--- src/rtl/slipstream_arith_pkg.sv ---
// Shared arithmetic definitions for the Slipstream datapath: serial FSM states,
// slice width and the signed-overflow rule for subtraction.
package slipstream_arith_pkg;

  localparam int NIBBLE_W = 4;

  typedef enum logic [1:0] {
    IDLE = 2'd0,
    RUN  = 2'd1,
    FIN  = 2'd2
  } sub_state_e;

  // A - B overflows when the operand signs differ and the result sign leaves A's.
  function automatic logic calc_ovf(input logic a_msb, input logic b_msb, input logic d_msb);
    return (a_msb != b_msb) && (d_msb != a_msb);
  endfunction

endpackage

--- src/rtl/nibble_addc4.sv ---
// 4-bit adder slice with carry in/out; the subtractor feeds it ~B and ~borrow.
module nibble_addc4 (
  input  logic [3:0] a,
  input  logic [3:0] b,
  input  logic       cin,
  output logic [3:0] s,
  output logic       cout
);

  assign {cout, s} = {1'b0, a} + {1'b0, b} + {4'b0000, cin};

endmodule

--- src/rtl/nibble_serial_sub.sv ---
// Serial subtractor: D = A - B - BORROW_IN, one nibble per cycle through a
// single adder slice, with flags registered when the last slice completes.
module nibble_serial_sub
  import slipstream_arith_pkg::*;
#(
  parameter int WIDTH = 16
) (
  input  logic             MasterClock,
  input  logic             RESETL,
  input  logic             START,
  input  logic [WIDTH-1:0] A,
  input  logic [WIDTH-1:0] B,
  input  logic             BORROW_IN,
  output logic             BUSY,
  output logic             DONE,
  output logic [WIDTH-1:0] D,
  output logic             BORROW_OUT,
  output logic             ZERO,
  output logic             NEG,
  output logic             OVF
);

  localparam int NIBBLES = WIDTH / NIBBLE_W;
  localparam int IDX_W   = $clog2(NIBBLES);
  localparam logic [IDX_W-1:0] LAST_IDX = IDX_W'(NIBBLES - 1);

  sub_state_e           state;
  logic [IDX_W-1:0]     idx;
  logic [WIDTH-1:0]     a_q, b_q, work_q;
  logic                 borrow_q;
  logic [WIDTH-1:0]     d_q;
  logic                 borrow_out_q, zero_q, neg_q, ovf_q;

  logic [NIBBLE_W-1:0]  a_nib, b_nib, sum_nib;
  logic                 cout;
  logic [WIDTH-1:0]     d_full;

  assign a_nib = a_q[idx*NIBBLE_W +: NIBBLE_W];
  assign b_nib = b_q[idx*NIBBLE_W +: NIBBLE_W];

  nibble_addc4 u_slice (
    .a    (a_nib),
    .b    (~b_nib),
    .cin  (~borrow_q),
    .s    (sum_nib),
    .cout (cout)
  );

  // Working result with the current slice merged in; complete on the last slice.
  always_comb begin
    d_full = work_q;
    d_full[idx*NIBBLE_W +: NIBBLE_W] = sum_nib;
  end

  always_ff @(posedge MasterClock or negedge RESETL) begin
    if (!RESETL) begin
      state        <= IDLE;
      idx          <= '0;
      a_q          <= '0;
      b_q          <= '0;
      work_q       <= '0;
      borrow_q     <= 1'b0;
      d_q          <= '0;
      borrow_out_q <= 1'b0;
      zero_q       <= 1'b0;
      neg_q        <= 1'b0;
      ovf_q        <= 1'b0;
    end else begin
      case (state)
        IDLE, FIN: begin
          if (START) begin
            a_q      <= A;
            b_q      <= B;
            borrow_q <= BORROW_IN;
            idx      <= '0;
            work_q   <= '0;
            state    <= RUN;
          end else begin
            state    <= IDLE;
          end
        end
        RUN: begin
          work_q   <= d_full;
          borrow_q <= ~cout;
          idx      <= idx + IDX_W'(1);
          if (idx == LAST_IDX) begin
            d_q          <= d_full;
            borrow_out_q <= ~cout;
            zero_q       <= (d_full == '0);
            neg_q        <= d_full[WIDTH-1];
            ovf_q        <= calc_ovf(a_q[WIDTH-1], b_q[WIDTH-1], d_full[WIDTH-1]);
            idx          <= '0;
            state        <= FIN;
          end
        end
        default: state <= IDLE;
      endcase
    end
  end

  assign BUSY       = (state == RUN);
  assign DONE       = (state == FIN);
  assign D          = d_q;
  assign BORROW_OUT = borrow_out_q;
  assign ZERO       = zero_q;
  assign NEG        = neg_q;
  assign OVF        = ovf_q;

endmodule

--- config.mk ---
export PLATFORM = sky130hd
export DESIGN_NAME = nibble_serial_sub
export DESIGN_NICKNAME = d
export VERILOG_FILES = /design/src/rtl/slipstream_arith_pkg.sv /design/src/rtl/nibble_addc4.sv /design/src/rtl/nibble_serial_sub.sv
export SDC_FILE = /design/constraint.sdc
export NUM_CORES = 1
export LEC_CHECK = 0
export CAP_MARGIN = 15
export CORE_UTILIZATION = 50
export CTS_CLUSTER_SIZE = 16
export DETAILED_ROUTE_END_ITERATION = 8
export PLACE_DENSITY = 0.76
export SYNTH_ARGS = -nofsm -noshare
export SYNTH_HDL_FRONTEND = slang
export SYNTH_SLANG_ARGS = --single-unit
--- constraint.sdc ---
create_clock -name MasterClock -period 3.45 [get_ports MasterClock]
set_input_delay 0.8625 -clock MasterClock [delete_from_list [all_inputs] [get_ports MasterClock]]
set_output_delay 0.8625 -clock MasterClock [all_outputs]
set_load 0.03 [all_outputs]
# Word-level counts from Yosys, hierarchy flattened
# Cells that the tools add are included.
[totals]
wordCells = 48
ff_bits = 73
inputBits = 36
[op_classes]
reduce_logical = 8
n_shift = 4
muxes = 11
addsub = 4
bitwise_logic = 3
eq_ne = 7
[op_table]
columns = ["operator", "count"]
rows = [
  ["negator 4 -> 34 bit", 1],
  ["variable shift 4 x 34 -> 16 bit (first input constant)", 1],
  ["variable part select 4 x 34 -> 16 bit", 1],
  ["case mux 16 bit (2 select lines)", 1],
  ["variable part select 16 x 5 -> 4 bit", 2],
  ["bitwise mux 16 bit", 1],
  ["zero test 16 bit", 1],
  ["two-way mux 16 bit", 1],
  ["case mux 2 bit (2 select lines)", 2],
  ["two-way mux 2 bit", 3],
  ["AND reduction 2 bit", 3],
  ["adder 4 x 4 -> 5 bit", 1],
  ["adder 5 x 1 -> 5 bit", 1],
  ["== test 2 bit (second input constant)", 2],
  ["inverter 4 bit", 1],
  ["adder 2 x 1 -> 2 bit (second input constant)", 1],
  ["== test 2 x 1 -> 1 bit (second input constant)", 1],
  ["zero test 2 bit", 1],
  ["two-way mux 1 bit", 2],
  ["!= test 1 bit", 2],
  ["!= test 2 x 1 -> 1 bit (second input constant)", 1],
  ["!= test 2 bit (second input constant)", 1],
  ["inverter 1 bit", 2],
  ["case mux 1 bit (2 select lines)", 1],
  ["3 further kinds", 3],
]

# Depth between registers and ports, before layout
[depth]
ltp_word = 8
depth_mapped = 11

# Hierarchy
# From an unflattened synthesis, not the netlist that was laid out.
[unflattened]
cells_unflattened = 278
hier_area_um2 = 3383.2
[modules_own_cells]
columns = ["mod", "area_per_inst_um2", "instances", "seq_area_each_um2", "cells_per_inst"]
rows = [
  ["nibble_serial_sub", 3239.4, 1, 1801.7, 262],
  ["nibble_addc4", 143.9, 1, 0.0, 16],
]

# Least setup slack after synthesis
# Ideal clock, no wire load.
[synth_path]
kind = "register -> register"
from = "register idx[0]"
to = "register zero_q (netlist: ZERO)"
setup_time_ns = 0.092
slack_ns = 0.263
arrival_ns = 3.095
path_buffers = 1
path_stages_with_launch = 11
t_required_ns = 3.358
cell_sequence = "dfrtp_1 > buf_2 > mux4_2 > inv_1 > fa_1 > inv_1 > fa_1 > xor2_1 > a22o_1 > or4_1 > o31ai_2"
[synth_via]
elab_chain_len = 7
elab_cells_between_ends = 12
[synth_rtl]
columns = ["element", "line_no", "source"]
rows = [
  ["start: declaration", "nibble_serial_sub.sv:28", "logic [IDX_W-1:0] idx;"],
  ["start signal: assignment", "nibble_serial_sub.sv:85", "idx <= idx + IDX_W'(1);"],
  ["variable part select 16 x 5 -> 4 bit", "nibble_serial_sub.sv:39", "assign b_nib = b_q[idx*NIBBLE_W +: NIBBLE_W];"],
  ["inverter 4 bit", "nibble_serial_sub.sv:43", ".b (~b_nib),"],
  ["adder 4 x 4 -> 5 bit", "nibble_addc4.sv:10", "assign {cout, s} = {1'b0, a} + {1'b0, b} + {4'b0000, cin};"],
  ["adder 5 x 1 -> 5 bit", "nibble_addc4.sv:10", ""],
  ["variable part select 4 x 34 -> 16 bit", "nibble_serial_sub.sv:52", "d_full[idx*NIBBLE_W +: NIBBLE_W] = sum_nib;"],
  ["bitwise mux 16 bit", "nibble_serial_sub.sv:52", ""],
  ["zero test 16 bit", "nibble_serial_sub.sv:89", "zero_q <= (d_full == '0);"],
  ["end signal: assignment", "nibble_serial_sub.sv:89", ""],
  ["end: declaration", "nibble_serial_sub.sv:32", "logic borrow_out_q, zero_q, neg_q, ovf_q;"],
]
# Parallel ways exist; a longest one is shown, timed or not.
# A chain may end at the register's enable or synchronous reset.

# Worst setup path after layout
# Ends and elaborated chain as after synthesis.

==> flow_metrics.env <==
export IMPL_die_w_um=85
export IMPL_synth_enable_flop_cells=0
export IMPL_synth_mux_area_frac=0.0523
export IMPL_synth_flop_cell="dfrtp_1"
export IMPL_clockBufferDepth=2
export IMPL_wirelength_um=7510
export IMPL_syn_inst=350
export IMPL_clk_pin_slew_worst_paths_ns=0.07
export IMPL_rsz0062_at_grt="no"
export IMPL_end_kind="flop"
export IMPL_antenna_found_initial=0
export IMPL_grt_pass1_vias=2738
export IMPL_yosys_warnings=0
export IMPL_dp_slack_ns=0.299
export IMPL_grt_usage=0.232
export IMPL_crit_buf_inv=2
export IMPL_ys_async_sr_fraction=1.00
export IMPL_first_iter_violations=188
export IMPL_insertion_delay_ns=0.35
export IMPL_timing_final_crit_share=0.907
export IMPL_synth_adder_area_share=0.0443
export IMPL_hold_start="a_q[7]$_DFFE_PN0P_"
export IMPL_skew_ns=0.00808
export IMPL_nFillCells=536
export IMPL_setup_viol=0
export IMPL_ys_ff_latch=72
export IMPL_r2r_cells=9
export IMPL_ir_worst_vdd_mv=0.506
export IMPL_drv_slew=0
export IMPL_setup_tns_ns=0
export IMPL_antenna_cells=0
export IMPL_max_stage_delay_ns=0.63
export IMPL_wire_per_inst_um=15.4
export IMPL_place_area_mm2=0.00409
export IMPL_syn_nets=397
export IMPL_routed_via_density=5.60
export IMPL_numPlacedInstances=472
export IMPL_critPathSlowestCell="dfrtp_1"
export IMPL_cts_tree="yes"
export IMPL_design_area_mm2=0.00431
export IMPL_firstDrtPassIters=5
export IMPL_dp_hpwl_um=5400
export IMPL_cts_sinks=72
export IMPL_hold_depth=2
export IMPL_syn_avg_cell_area_um2=9.84
export IMPL_dieArea_mm2=0.00723
export IMPL_yosysUniqueCellTypes=45
export IMPL_status="finished clean"
export IMPL_synth_top_family_by_area="simple AND/OR/NAND/NOR gates"
export IMPL_port_buffers=57
export IMPL_cts_resized=0
export IMPL_vias=2731
export IMPL_rr_startpoint="idx[0]$_DFFE_PN0P_"
export IMPL_grt_max_degree=73
export IMPL_r2r_end="ZERO$_DFFE_PN0P_"
export IMPL_grt_overflow=0
export IMPL_postCtsHoldBufs=0
export IMPL_initial_core_util=0.530
export IMPL_cp_required_ns=3.71
export IMPL_gp_congestion=0.875
export IMPL_ios=58
export IMPL_clock_fmax_ghz=0.319
export IMPL_rows=29
export IMPL_hold_end="a_q[7]$_DFFE_PN0P_"
export IMPL_cp_depth=9
export IMPL_max_slew_margin=0.419
export IMPL_syn_to_final_growth_pct=25.1
export IMPL_crit_chain="mux4_2, inv_1, fa_1, inv_1, fa_1, xor2_1, a22o_1, or4_1, o31ai_2"
export IMPL_fin_cells=488
export IMPL_p_per_area_mw_per_mm2=1120
export IMPL_r2r_slack_ns=0.32
export IMPL_startpoint_type="flop"
export IMPL_layout_commonest_cell="nand2_1"
export IMPL_synth_compound_area_frac=0.137
export IMPL_layout_common_cells="122 x nand2_1, 72 x dfrtp_1, 56 x clkdlybuf4s50_1"
export IMPL_root_buffer="clkbuf_8"
export IMPL_hold_path_class="reg -> reg"
export IMPL_arrival_ns=3.39
export IMPL_power_leakage_uw=0.00203
export IMPL_final_hold_viol_count=0
export IMPL_die_h_um=85
export IMPL_worst_pin_slew_ns=0.872
export IMPL_syn_area_mm2=0.00344
export IMPL_ant_nets=0
export IMPL_critPathTopFamily="flip-flops"
export IMPL_finalPower_uw=4840
export IMPL_grt_pass1_wl_um=13000
export IMPL_critPathKind="reg -> reg"
export IMPL_period_minus_slack_ns=3.13
export IMPL_yosys_area_share_simple=0.198
export IMPL_numCtsBuffers=9
export IMPL_ctsHtreeMaxLevel=3
export IMPL_drive_above_1_share=0.0925
export IMPL_core_area_mm2=0.00649
export IMPL_drc=0
export IMPL_setup_ws_ns=0.319
export IMPL_maxCapViolations=0
export IMPL_seq_area_frac_synth=0.523
export IMPL_synth_xor_xnor_area_share=0.00254
export IMPL_post_cts_buffers=0
export IMPL_nets=453
export IMPL_crit_fanout=8
-- per-layer routing --
| layer | wire length [um] | track usage | vias to the layer above |
|---|---|---|---|
| li1 | - | - | 1315 |
| met1 | 3330 | 0.304 | 1281 |
| met2 | 3580 | 0.371 | 107 |
| met3 | 352 | 0.0399 | 28 |
| met4 | 250 | 0.125 | 0 |
| met5 | 0 | 0 | - |
-- worst min-delay path: cells and delay by family (launching register included) --
kind	cells	cell delay [ns]
DFF	1	0.34
and+or+nand+nor	2	0.10
-- metrics by stage --
step                 util  hold WS [ns]
CTS                 0.663         0.480
finish              0.663         0.477
global route        0.663         0.500
detailed placement  0.630         0.462
floorplan               -         0.440
global placement    0.630         0.458
-- registers in the layout, indices dropped and copies added, names as in the netlist --
signal,count
work_q,16
borrow_q,1
BORROW_OUT,1
idx,2
b_q,16
a_q,16
state,2
OVF,1
D,16
ZERO,1
-- where the power goes --
group / internal, uW / switching, uW
Clock: 423 / 306
Combinational: 1060 / 1600
Sequential: 1200 / 252
-- cell usage after synthesis, types with 3 or more instances --
cell type / instances / area [um2]
o21ai_1: 17 / 85.1
nor2b_1: 3 / 18.8
nor4_1: 3 / 18.8
a22oi_1: 10 / 75.1
o21ai_0: 3 / 15.0
a32o_1: 9 / 90.1
clkbuf_1: 17 / 63.8
mux4_2: 8 / 180
inv_1: 13 / 48.8
and2_1: 3 / 18.8
nor4bb_1: 4 / 40.0
ha_1: 9 / 113
dfrtp_1: 72 / 1800
a21oi_1: 6 / 30.0
a22o_1: 8 / 70.1
nand2_1: 122 / 458
a32oi_1: 3 / 26.3
nor2_1: 6 / 22.5
nand2b_1: 3 / 18.8
-- worst max-delay path by stage --
| stage | from | end |
|---|---|---|
| floorplan | idx[0]$_DFFE_PN0P_ | ZERO$_DFFE_PN0P_ |
| global placement | idx[0]$_DFFE_PN0P_ | ZERO$_DFFE_PN0P_ |
| detailed placement | idx[0]$_DFFE_PN0P_ | ZERO$_DFFE_PN0P_ |
| CTS | idx[0]$_DFFE_PN0P_ | ZERO$_DFFE_PN0P_ |
| global route | idx[0]$_DFFE_PN0P_ | ZERO$_DFFE_PN0P_ |
| finish | idx[0]$_DFFE_PN0P_ | ZERO$_DFFE_PN0P_ |
-- cell type report --
| cell class | instances | area, um2 | area share |
|---|---|---|---|
| clock buffer | 10 | 138 | 0.0319 |
| tap | 77 | 96.3 | 0.0224 |
| timing repair buffer | 67 | 641 | 0.149 |
| inverter | 14 | 52.6 | 0.0122 |
| multi-input combinational | 242 | 1500 | 0.348 |
| sequential | 72 | 1800 | 0.418 |
| clock inverter | 6 | 82.6 | 0.0192 |
-- logic make-up (layout without fill, tap and decap cells) --
logic type	Yosys count	count (layout)
fa+ha+maj	11	11
buf+inv	36	97
mux	8	8
flops	72	72
simple gates	156	156
xor+xnor	1	1
compound gates	66	66
No activity file was read; power rests on OpenSTA's default activity.
